===== src/rtl/ds2_arbiter_pkg.sv =====
// rtl/ds2_arbiter_pkg.sv - shared state encodings and defaults for the DS2 arbiter
package ds_arb_defs;

  typedef enum logic [1:0] {
    IDLE   = 2'd0,
    GRANT0 = 2'd1,
    GRANT1 = 2'd2
  } arb_state_e;

  localparam int DEF_WIDTH     = 32;
  localparam int DEF_MAX_BURST = 8;

endpackage


===== src/rtl/rr_pick2.sv =====
// rtl/rr_pick2.sv - combinational 2-way round-robin choice
module rr_pick2 (
  input  logic [1:0] valid,
  input  logic       last_grant,
  output logic       grant_idx,
  output logic       any
);

  // A lone requester wins outright; on a tie the one not granted last wins.
  always_comb begin
    any       = |valid;
    grant_idx = valid[1];
    if (&valid) begin
      grant_idx = ~last_grant;
    end
  end

endmodule


===== src/rtl/ds2_arbiter.sv =====
// rtl/ds2_arbiter.sv - round-robin burst arbiter driving the DS2 select with a one-stage output buffer
module ds2_arbiter
  import ds_arb_defs::*;
#(
  parameter int WIDTH     = DEF_WIDTH,
  parameter int MAX_BURST = DEF_MAX_BURST
) (
  input  logic             clk,
  input  logic             rst_n,
  input  logic             req0_valid,
  input  logic [WIDTH-1:0] req0_data,
  input  logic             req0_last,
  output logic             req0_ready,
  input  logic             req1_valid,
  input  logic [WIDTH-1:0] req1_data,
  input  logic             req1_last,
  output logic             req1_ready,
  output logic             select,
  input  logic [WIDTH-1:0] mux_out,
  output logic             out_valid,
  output logic [WIDTH-1:0] out_data,
  output logic             out_src,
  output logic             out_last,
  input  logic             out_ready
);

  localparam logic [7:0] MAX_BURST_C = 8'(MAX_BURST);

  arb_state_e       state_q, state_d;
  logic             select_q, select_d;
  logic             last_grant_q, last_grant_d;
  logic [7:0]       beat_cnt_q, beat_cnt_d;
  logic             out_valid_q, out_valid_d;
  logic [WIDTH-1:0] out_data_q, out_data_d;
  logic             out_src_q, out_src_d;
  logic             out_last_q, out_last_d;

  logic       pick_idx;
  logic       pick_any;
  logic       buf_free;
  logic       accept;
  logic       beat_last;
  logic       burst_done;
  logic [7:0] beat_cnt_inc;

  // Data words are unused here: the external DS2 returns the selected one on mux_out.
  rr_pick2 u_pick (
    .valid      ({req1_valid, req0_valid}),
    .last_grant (last_grant_q),
    .grant_idx  (pick_idx),
    .any        (pick_any)
  );

  assign buf_free = !out_valid_q || out_ready;

  // Next-state, handshake and output-buffer logic.
  always_comb begin
    state_d      = state_q;
    select_d     = select_q;
    last_grant_d = last_grant_q;
    beat_cnt_d   = beat_cnt_q;
    out_valid_d  = out_valid_q;
    out_data_d   = out_data_q;
    out_src_d    = out_src_q;
    out_last_d   = out_last_q;
    req0_ready   = 1'b0;
    req1_ready   = 1'b0;
    accept       = 1'b0;
    beat_last    = 1'b0;
    burst_done   = 1'b0;
    beat_cnt_inc = beat_cnt_q + 8'd1;

    case (state_q)
      IDLE: begin
        if (pick_any) begin
          state_d      = pick_idx ? GRANT1 : GRANT0;
          last_grant_d = pick_idx;
          select_d     = pick_idx;
          beat_cnt_d   = 8'd0;
        end
      end
      GRANT0: begin
        req0_ready = buf_free;
        accept     = req0_valid && buf_free;
        beat_last  = req0_last;
      end
      GRANT1: begin
        req1_ready = buf_free;
        accept     = req1_valid && buf_free;
        beat_last  = req1_last;
      end
      default: state_d = IDLE;
    endcase

    if (accept) begin
      burst_done  = beat_last || (beat_cnt_inc == MAX_BURST_C);
      beat_cnt_d  = beat_cnt_inc;
      out_valid_d = 1'b1;
      out_data_d  = mux_out;
      out_src_d   = (state_q == GRANT1);
      out_last_d  = burst_done;
      if (burst_done) begin
        state_d = IDLE;
      end
    end else if (out_ready) begin
      out_valid_d = 1'b0;
    end
  end

  // State and output-buffer registers; reset discards any buffered beat.
  always_ff @(posedge clk or negedge rst_n) begin
    if (!rst_n) begin
      state_q      <= IDLE;
      select_q     <= 1'b0;
      last_grant_q <= 1'b1;
      beat_cnt_q   <= 8'd0;
      out_valid_q  <= 1'b0;
      out_data_q   <= '0;
      out_src_q    <= 1'b0;
      out_last_q   <= 1'b0;
    end else begin
      state_q      <= state_d;
      select_q     <= select_d;
      last_grant_q <= last_grant_d;
      beat_cnt_q   <= beat_cnt_d;
      out_valid_q  <= out_valid_d;
      out_data_q   <= out_data_d;
      out_src_q    <= out_src_d;
      out_last_q   <= out_last_d;
    end
  end

  assign select    = select_q;
  assign out_valid = out_valid_q;
  assign out_data  = out_data_q;
  assign out_src   = out_src_q;
  assign out_last  = out_last_q;

endmodule


===== config.mk =====
export PLATFORM = sky130hd
export DESIGN_NAME = ds2_arbiter
export DESIGN_NICKNAME = d
export VERILOG_FILES = /design/src/rtl/ds2_arbiter_pkg.sv /design/src/rtl/rr_pick2.sv /design/src/rtl/ds2_arbiter.sv
export SDC_FILE = /design/constraint.sdc
export NUM_CORES = 1
export LEC_CHECK = 0
export BUFFER_PORTS_ARGS = -buffer_cell sky130_fd_sc_hd__buf_2
export CAP_MARGIN = 20
export CORE_ASPECT_RATIO = 1.4
export CORE_MARGIN = 2
export CORE_UTILIZATION = 37
export DETAILED_ROUTE_END_ITERATION = 12
export PLACE_DENSITY = 0.7
export SYNTH_ARGS = -nofsm -noshare
export SYNTH_HDL_FRONTEND = slang
export SYNTH_SLANG_ARGS = --single-unit

===== constraint.sdc =====
create_clock -name clk -period 3.2 [get_ports clk]
set_input_delay 0.32 -clock clk [delete_from_list [all_inputs] [get_ports clk]]
set_output_delay 0.32 -clock clk [all_outputs]
set_load 0.005 [all_outputs]

==> results.md, run 1 <==
- Status: finished clean
- PortBufs: 76
- Syn nets: 335
- Peak supply drop: 441 uV
- WL final: 4.35 mm
- Slew at the pin closest to its max-slew limit: 0.597 ns
- RSZ-0062 raised after global routing: no
- Arr. time, crit path: 2.43 ns
- Worst Path Required: 3.43 ns
- Synthesis-to-finish area growth: 25.3%
- Count of cell types in the netlist: 30
- Die Wd: 67.1 um
- Final period utilization: 0.686
- Most frequent cells in the layout: nand2_1 (107), buf_2 (76), dfrtp_1 (46)
- Syn Std Cell Area: 0.00206 mm2
- Num ports: 141
- Sequential cell area fraction in the yosys report: 0.571
- Root Driver: clkbuf_8
- Relative slew slack: 0.599
- CTS Buffer Depth: 2
- Die Y: 92.4 um
- Diodes inserted: 0
- CTS Sinks: 47
- Post-CTS sizing: 0
- Kind of critical path: flop to flop
- Vias per inst: 4.70
- H-tree depth: 2
- Minimum clock period: 2.19 ns
- Core Region: 0.00545 mm2
- PD cells: 901 mW/mm2
- P_leak: 1.44 nW
- Antenna violations before repair: 0
- Final setup skew: 0.0104 ns
- Final setup viols: 0
- Vias: 1753
- Global route overflow: 0
- Startpoint types: flop
- Total GRT Usage: 0.153
- Fmax: 456 MHz
- Final net count: 411
- Fillers: 548
- CTS tree: built
- Commonest non-fill, non-tap cell in the layout: nand2_1
- Clk Latency, worst-skew pair: 0.29 ns
- WL/cell: 11.7 um
- Final GP Congestion: 0.780
- Clock-pin slew on the worst setup and hold paths: 0.08 ns
- MaxCap Viol Count: 0
- DRT antenna net count: 0
- Final HPWL DP: 2.90 mm
- Row count: 32
- Residual DRC count: 0
- Pre-Repair DR Iteration Count: 4
- Ys Warns: 0
- First-pass GRT wire length: 7.31 mm
- Synth Instances: 228
- Final Hold Viols: 0
- Initial Util: 0.379
- Worst Path Max Fanout: 48
- Hold Path Class: input port to flop
- Layout cells sized above 1: 0.302
- Worst setup EP type: flop
- Slew Limit Fails: 0
- Mapped Avg Cell Area: 9.05 um2
- DRT iter0 DRCs: 68
- Hold slack: 0.207 ns
- Clock buffer count from CTS: 5
- Vias in the first global route: 1721
- Pin count of the biggest net entering global routing: 49
- #FFs+latches synth: 47
- Setup TNS: 0 ns
- Die Footprint: 0.00620 mm2
stage by stage:
step	setup WS, ns	instances	total power, mW	util	instance area (um2)
after CTS	0.996	371	2.37	0.469	2550
after detailed placement	1.02	363	2.01	0.454	2470
after global routing	0.841	373	2.57	0.475	2580
after floorplan	1.54	228	1.67	-	2060
after global placement	1.05	363	1.97	0.454	2470
final	1.01	373	2.33	0.475	2580
logic make-up after synthesis:
logic type	synth area share
AOI/OAI and AO/OA	0.0509
buffers and inverters	0.0388
xor gates and xnor gates	0.00425
muxes	0.0158
DFF	0.571
adders and majority gates	0.0243
and+or+nand+nor	0.295
report_power, final:
| part | switching [mW] | total (mW) | internal [mW] |
|---|---|---|---|
| Sequential | 0.139 | 0.993 | 0.854 |
| Clock | 0.189 | 0.344 | 0.155 |
| Combinational | 0.586 | 0.991 | 0.406 |
| Total | 0.914 | 2.33 | 1.41 |
what timing repair did:
action                                 in CTS  in global routing
hold buffers                                0                  1
endpoints found under the hold margin       0                 16
buffers inserted                            0                  0
cell usage after synthesis, drive strengths merged:
| library cell | count | area, um2 |
|---|---|---|
| nand3 | 16 | 80.1 |
| dfrtp | 46 | 1150 |
| o211ai | 1 | 7.51 |
| or4 | 2 | 15.0 |
| nand2b | 1 | 6.26 |
| nor3b | 2 | 15.0 |
| nor2 | 3 | 11.3 |
| nand2 | 107 | 402 |
| a21oi | 6 | 30.0 |
| dfstp | 1 | 26.3 |
| ha | 4 | 50.1 |
| mux2i | 1 | 10.0 |
| inv | 4 | 15.0 |
| a31oi | 1 | 6.26 |
| or2 | 2 | 12.5 |
| a311o | 1 | 10.0 |
| buf | 10 | 65.1 |
| mux2 | 2 | 22.5 |
| xor2 | 1 | 8.76 |
| and2 | 3 | 20.0 |
| a22oi | 1 | 7.51 |
| o21ai | 8 | 43.8 |
| or3 | 3 | 18.8 |
| nand3b | 1 | 20.0 |
| and3b | 1 | 8.76 |
state kept, by name, summed over array words and instances (netlist names):
signal / count
out_valid: 1
out_src: 1
last_grant_q: 1
select: 1
beat_cnt_q: 8
out_data: 32
state_q: 2
out_last: 1
path summary, 6_finish.rpt:
path,startpoint,endpoint,slack [ns],cells after the start
max,state_q[0]$_DFF_PN0_,beat_cnt_q[5]$_DFFE_PN0P_,1.01,6
min,mux_out[28],out_data[28]$_DFFE_PN0P_,0.21,3
max reg2reg,state_q[0]$_DFF_PN0_,beat_cnt_q[5]$_DFFE_PN0P_,1.01,6
min reg2reg,out_data[3]$_DFFE_PN0P_,out_data[3]$_DFFE_PN0P_,0.47,2
max in group asynchronous,rst_n,beat_cnt_q[3]$_DFFE_PN0P_,2.18,3
min in group asynchronous,rst_n,select$_DFFE_PN0P_,0.51,2
metal layers:
metal	vias up	share of wire	track usage
met5	-	0	0
met4	0	0.013	0.0612
met3	6	0.058	0.0377
met2	63	0.48	0.257
met1	804	0.44	0.184
li1	880	-	-
cell type report:
cell class / instances / area [um2] / area share
clock buffer: 7 / 76.3 / 0.0295
clock inverter: 1 / 7.51 / 0.00290
inverter: 4 / 15.0 / 0.00581
multi-input combinational: 167 / 806 / 0.312
sequential: 47 / 1180 / 0.455
tap: 68 / 85.1 / 0.0329
timing repair buffer: 79 / 418 / 0.162
critical path, stage by stage (launching register included):
cell and delay (ns):
dfrtp_1 0.40, inv_1 0.08, ha_1 0.26, mux2i_1 0.15
nand3b_4 0.50, or4_1 0.66, nand3_1 0.08
Note: power is estimated with default switching activity, not from simulation.
==> inputs of run 2 (changes only) <==
--- a/config.mk
+++ b/config.mk
@@ -5,13 +5,14 @@
 export SDC_FILE = /design/constraint.sdc
 export NUM_CORES = 1
 export LEC_CHECK = 0
+export ABC_AREA = 1
 export BUFFER_PORTS_ARGS = -buffer_cell sky130_fd_sc_hd__buf_2
 export CAP_MARGIN = 20
 export CORE_ASPECT_RATIO = 1.4
 export CORE_MARGIN = 2
 export CORE_UTILIZATION = 37
 export DETAILED_ROUTE_END_ITERATION = 12
-export PLACE_DENSITY = 0.7
+export PLACE_DENSITY = 0.72
 export SYNTH_ARGS = -nofsm -noshare
 export SYNTH_HDL_FRONTEND = slang
 export SYNTH_SLANG_ARGS = --single-unit
==> constraint.sdc (replaced) <==
create_clock -name clk -period 1.95 [get_ports clk]
set_input_delay 0.195 -clock clk [delete_from_list [all_inputs] [get_ports clk]]
set_output_delay 0.195 -clock clk [all_outputs]
set_load 0.005 [all_outputs]
==> run 2 against run 1 <==
Effect of this change: sequential share of layout area fell by 1.5 points; first-iteration DRC count fell by 4.4%; routed wire length rose by 0.37%; clock power rose by 120%; clock skew fell by 0.0014 ns; worst hold slack got worse by 0.13 ns; clock-buffer cell count fell by 1.
==> results.md, run 2 <==
- Max Used Layer: met4
- Antenna violations before repair: 0
- Met2 WL: 2.22 mm
- Final GP Congestion: 0.779
- CTS Sinks: 47
- First-pass GRT wire length: 7.28 mm
- Setup TNS: 0 ns
- Fmax: 585 MHz
- Mapped Avg Cell Area: 8.50 um2
- Synth top cells by count: nand2_1 (127), dfrtp_1 (46), inv_1 (15)
- Met1 WL: 1.90 mm
- Slew at the pin closest to its max-slew limit: 0.568 ns
- Count of cell types in the netlist: 23
- Synth Instances: 244
- R2R depth: 10
- Row count: 32
- Relative slew slack: 0.622
- Flop2flop setup slack: 0.24 ns
- Top-area cell type share of the netlist area: 0.555
- Global route overflow: 0
- Clk Latency, worst-skew pair: 0.30 ns
- Diodes inserted: 0
- Minimum clock period: 1.71 ns
- #FFs+latches synth: 47
- DRT iter0 DRCs: 65
- WL final: 4.37 mm
- Total GRT Usage: 0.152
- DRT antenna net count: 0
- Worst Path Required: 2.13 ns
- Final net count: 433
- Die Y: 92.6 um
- Met3 routed WL: 196 um
- Vias: 1782
- Residual DRC count: 0
- P_leak: 1.51 nW
- CTS tree: built
- PD cells: 1550 mW/mm2
- Most frequent cells in the layout: nand2_1 (127), buf_2 (76), dfrtp_1 (46)
- Peak supply drop: 713 uV
- H-tree depth: 2
- Post-CTS sizing: 0
- WHS Endpoint: out_valid$_DFFE_PN0P_
- RSZ-0062 raised after global routing: no
- Overall Power: 4.13 mW
- Final HPWL DP: 3.24 mm
- MaxCap Viol Count: 0
- Kind of critical path: flop to flop
- R2r endpoint: beat_cnt_q[2]$_DFFE_PN0P_
- Die Wd: 67.3 um
- Die Footprint: 0.00623 mm2
- EDFF count, synth: 0
- Final period utilization: 0.876
- Syn nets: 351
- Pin count of the biggest net entering global routing: 31
- Arr. time, crit path: 1.89 ns
- WL/cell: 11.1 um
- Syn Std Cell Area: 0.00207 mm2
- Hold Path Class: input port to flop
- Hold Crit Start: out_ready
- Vias per inst: 4.51
- Synth async-reset ratio: 1.00
- Clock-pin slew on the worst setup and hold paths: 0.09 ns
- Slew Limit Fails: 0
- Commonest non-fill, non-tap cell in the layout: nand2_1
- Top cells by area, synth: dfrtp_1 (56%), nand2_1 (23%), inv_1 (2.7%), ha_1 (2.4%), o21ai_0 (1.7%)
- Count leader, synth: nand2_1
- Worst R2R Start: state_q[0]$_DFF_PN0_
- Root Driver: clkbuf_8
- Initial Util: 0.381
- Sequential cell area fraction in the yosys report: 0.568
- Pre-Repair DR Iteration Count: 4
- CTS Buffer Depth: 2
- Vias in the first global route: 1660
- Startpoint types: flop
- Layout cells sized above 1: 0.318
- Hold Path Depth: 2
- Worst Path Max Fanout: 8
- Clock buffer count from CTS: 5
- Post-synth top flop: dfrtp_1
- Ys Warns: 0
- Final Hold Viols: 0
- Post-synth top area cell: dfrtp_1
- Number of flip-flops under the largest register name: 32
- Place WS: 0.268 ns
- Num ports: 141
- Worst setup EP type: flop
- Core Region: 0.00545 mm2
- PortBufs: 76
- Final setup margin: 0.241 ns
- Final setup viols: 0
- Synthesis-to-finish area growth: 28.9%
- Status: finished clean
- Final setup skew: 0.00909 ns
-- run 2: stage by stage --
stage	utilization	area, um2	instances	hold WS [ns]
floorplan	-	2070	244	-0.101
global placement	0.467	2540	386	0.219
detailed placement	0.467	2540	386	0.227
CTS	0.491	2670	395	0.0675
global route	0.491	2670	395	0.0730
finish	0.491	2670	395	0.0754
-- run 2: power breakdown --
| group | leakage, nW | switching, mW | internal [mW] | total, mW |
|---|---|---|---|---|
| registers | 0.594 | 0.228 | 1.41 | 1.64 |
| clock network | 0.0618 | 0.335 | 0.422 | 0.757 |
| logic | 0.859 | 1.02 | 0.717 | 1.73 |
-- run 2: cells by family (layout without fill, tap and decap cells) --
logic type      count (synthesis)  count (layout)  share of synthesized area
simple gates                  149             149                      0.290
flops                          47              47                      0.568
buf+inv                        24             107                     0.0555
compound gates                 18              18                     0.0501
xor+xnor                        2               2                     0.0121
fa+ha+maj                       4               4                     0.0241
-- run 2: how the worst max path moves through the flow --
stage	start	end	slack [ns]	cells after the start
finish	state_q[0]$_DFF_PN0_	beat_cnt_q[2]$_DFFE_PN0P_	0.24	10
global route	state_q[1]$_DFF_PN0_	beat_cnt_q[2]$_DFFE_PN0P_	0.004	9
CTS	state_q[0]$_DFF_PN0_	beat_cnt_q[2]$_DFFE_PN0P_	0.24	10
detailed placement	state_q[0]$_DFF_PN0_	beat_cnt_q[2]$_DFFE_PN0P_	0.27	10
global placement	state_q[0]$_DFF_PN0_	beat_cnt_q[2]$_DFFE_PN0P_	0.26	9
floorplan	state_q[0]$_DFF_PN0_	out_last$_DFFE_PN0P_	0.51	9
-- run 2: repair_timing --
| action | CTS | global route |
|---|---|---|
| hold buffers | 1 | 0 |
| hold endpoints to repair | 24 | 0 |
| setup buffers | 0 | 0 |
-- run 2: worst max-delay path, cell delays in order, from the launching register on --
cell	delay, ns
dfrtp_1	0.41
inv_1	0.10
ha_1	0.20
inv_1	0.08
nand2_1	0.05
o21ai_1	0.07
nand2_2	0.12
buf_4	0.18
nand2_1	0.16
a21oi_1	0.17
a21oi_1	0.05
-- run 2: final cells by class --
type,count,area [um2]
tap,68,85.1
clock buffer,6,82.6
inverter,16,60.1
sequential,47,1180
timing repair buffer,83,448
multi-input combinational,173,781
fill,543,2770
clock inverter,2,38.8
-- run 2: routing by layer --
metal	vias to the layer above	global-route usage
met2	47	0.262
met5	-	0
li1	908	-
met3	5	0.0328
met1	822	0.186
met4	0	0.0425
==> inputs of run 3 (changes only) <==
--- a/config.mk
+++ b/config.mk
@@ -12,7 +12,8 @@
 export CORE_MARGIN = 2
 export CORE_UTILIZATION = 37
 export DETAILED_ROUTE_END_ITERATION = 12
-export PLACE_DENSITY = 0.72
+export PLACE_DENSITY = 0.7
 export SYNTH_ARGS = -nofsm -noshare
 export SYNTH_HDL_FRONTEND = slang
+export SYNTH_HIERARCHICAL = 1
 export SYNTH_SLANG_ARGS = --single-unit
==> constraint.sdc (replaced) <==
create_clock -name clk -period 2.2 [get_ports clk]
set_input_delay 0.22 -clock clk [delete_from_list [all_inputs] [get_ports clk]]
set_output_delay 0.22 -clock clk [all_outputs]
set_load 0.005 [all_outputs]
==> run 3 against run 2 <==
Effect of this change: combinational power fell by 13%; flip-flop and latch count did not move; routed wire length rose by 1.8%; first-iteration DRC count rose by 4.6%; global-route usage rose by 0.83 points; non-clock buffer count fell by 3; sequential power fell by 13%; total power fell by 15%; via count rose by 0.39%; critical path depth fell by 1; cell count fell by 0.25%; critical endpoint is now beat_cnt_q[0]$_DFFE_PN0P_.
==> results.md, run 3 <==
- Status: finished clean
- CTS tree: built
- Count of cell types in the netlist: 24
- P_leak: 1.51 nW
- RSZ-0062 raised after global routing: no
- Post-synth top area cell: dfrtp_1
- Final HPWL DP: 3.23 mm
- Hold Path Class: input port to flop
- Num ports: 141
- WHS Endpoint: out_data[29]$_DFFE_PN0P_
- GRT busiest layer: met2
- Diodes inserted: 0
- DRT iter0 DRCs: 68
- Top-area cell type share of the netlist area: 0.562
- Minimum clock period: 1.89 ns
- PD cells: 1340 mW/mm2
- Top cells by area, synth: dfrtp_1 (56%), nand2_1 (24%), inv_1 (2.9%), ha_1 (2.4%), buf_2 (1.7%)
- Layout cells sized above 1: 0.288
- Clk Latency, worst-skew pair: 0.30 ns
- Die Wd: 66.9 um
- Worst setup EP type: flop
- Global route overflow: 0
- Synth async-reset ratio: 1.00
- Residual DRC count: 0
- Peak supply drop: 714 uV
- Multi-input gate area in the final layout: 761 um2
- Final GP Congestion: 0.796
- Core Region: 0.00545 mm2
- Number of flip-flops under the largest register name: 32
- Worst Path Required: 2.43 ns
- Arr. time, crit path: 2.11 ns
- Slew Limit Fails: 0
- Total GRT Usage: 0.160
- Die Footprint: 0.00616 mm2
- Setup Buffers After CTS: 0
- Grt met2 use: 0.269
- WL final: 4.44 mm
- Worst Path Max Fanout: 32
- Met1 Use GR: 0.193
- H-tree depth: 2
- Antenna violations before repair: 0
- Fmax: 529 MHz
- Mapped Avg Cell Area: 8.33 um2
- Row count: 32
- EDFF count, synth: 0
- Syn Std Cell Area: 0.00205 mm2
- Setup TNS: 0 ns
- Pin count of the biggest net entering global routing: 33
- Vias per inst: 4.54
- Initial Util: 0.376
- Worst R2R Start: state_q[1]$_DFF_PN0_
- MaxCap Viol Count: 0
- Root Driver: clkbuf_8
- Clock buffer count from CTS: 5
- Flop2flop setup slack: 0.31 ns
- Pre-Repair DR Iteration Count: 4
- Kind of critical path: flop to flop
- Placed Instances: 385
- Most frequent cells in the layout: nand2_1 (130), buf_2 (76), dfrtp_1 (46)
- DRT antenna net count: 0
- Hold Path Depth: 3
- Commonest non-fill, non-tap cell in the layout: nand2_1
- Grt met3 use: 0.0393
- Startpoint types: flop
- Final setup skew: 0.00235 ns
- Fillers: 555
- Vias in the first global route: 1642
- Count leader, synth: nand2_1
- Synthesis-to-finish area growth: 27.7%
- CTS Sinks: 47
- Vias: 1789
- PortBufs: 76
- Final net count: 432
- Sequential cell area: 0.00118 mm2
- CTS Buffer Depth: 2
- Synth Instances: 246
- Final Hold Viols: 0
- Relative slew slack: 0.693
- Synth top cells by count: nand2_1 (130), dfrtp_1 (46), inv_1 (16)
- Post-synth top flop: dfrtp_1
- Slew at the pin closest to its max-slew limit: 0.460 ns
- Clock-pin slew on the worst setup and hold paths: 0.08 ns
- R2r endpoint: beat_cnt_q[0]$_DFFE_PN0P_
- Fin cells: 394
- Final setup viols: 0
- WL/cell: 11.3 um
- R2R depth: 9
- Ys Warns: 6
- Syn nets: 353
- Die Y: 92.0 um
- Hold Crit Start: mux_out[29]
- #FFs+latches synth: 47
- Final period utilization: 0.858
- First-pass GRT wire length: 7.49 mm
- Sequential cell area fraction in the yosys report: 0.575
-- run 3: area by class of cell --
cell class                 count  area share
clock buffer                   7      0.0368
clock inverter                 1     0.00287
inverter                      17      0.0244
multi-input combinational    174       0.291
sequential                    47       0.450
tap                           68      0.0325
timing repair buffer          80       0.163
-- run 3: where the power goes --
| part | switching (mW) | internal (mW) | leakage (nW) | total, mW |
|---|---|---|---|---|
| clock network | 0.286 | 0.286 | 0.0505 | 0.572 |
| logic | 0.889 | 0.610 | 0.869 | 1.50 |
| registers | 0.190 | 1.24 | 0.594 | 1.43 |
| total | 1.37 | 2.14 | 1.51 | 3.50 |
-- run 3: worst max path at each step --
stage / endpoint / from / slack, ns
2_1_floorplan: out_src$_DFFE_PN0P_ / state_q[0]$_DFF_PN0_ / 0.78
3_3_place_gp: beat_cnt_q[0]$_DFFE_PN0P_ / state_q[0]$_DFF_PN0_ / 0.36
3_5_place_dp: beat_cnt_q[0]$_DFFE_PN0P_ / state_q[1]$_DFF_PN0_ / 0.32
4_1_cts: beat_cnt_q[0]$_DFFE_PN0P_ / state_q[1]$_DFF_PN0_ / 0.30
5_1_grt: beat_cnt_q[5]$_DFFE_PN0P_ / state_q[1]$_DFF_PN0_ / 0.12
6_report: beat_cnt_q[0]$_DFFE_PN0P_ / state_q[1]$_DFF_PN0_ / 0.31
-- run 3: timing repair --
| action | in CTS | in global routing |
|---|---|---|
| resized for setup | 0 | 0 |
| hold endpoints to repair | 19 | 0 |
| hold buffers | 1 | 0 |
-- run 3: cells by family after synthesis --
group / count (synthesis) / share of synthesized area
adders and majority gates: 4 / 0.0244
buffers and inverters: 25 / 0.0538
DFF: 47 / 0.575
and+or+nand+nor: 152 / 0.293
xor gates and xnor gates: 1 / 0.00428
AOI/OAI and AO/OA: 17 / 0.0495
-- run 3: metal layers --
metal	wire, um	share of wire	vias up
met4	82	0.018	0
met1	1900	0.43	831
met2	2260	0.51	40
li1	-	-	912
met5	0	0	-
met3	203	0.046	6
-- run 3: metrics by stage --
stage               area, um2  total power [mW]  setup slack (ns)   util  hold WS [ns]
global route             2620              3.86             0.124  0.480        0.0957
global placement         2500              2.92             0.361  0.460         0.206
detailed placement       2500              2.97             0.318  0.460         0.206
CTS                      2620              3.56             0.300  0.480        0.0996
finish                   2620              3.50             0.311  0.480         0.108
floorplan                2050              2.37             0.780      -       -0.0756
-- run 3: worst max-delay path, cell delays in order, from the launching register on --
cell	delay [ns]
dfrtp_1	0.39
inv_1	0.09
ha_1	0.30
inv_1	0.05
nor2_2	0.13
nand2_2	0.23
inv_2	0.24
buf_12	0.21
nor2_1	0.06
a21oi_1	0.11
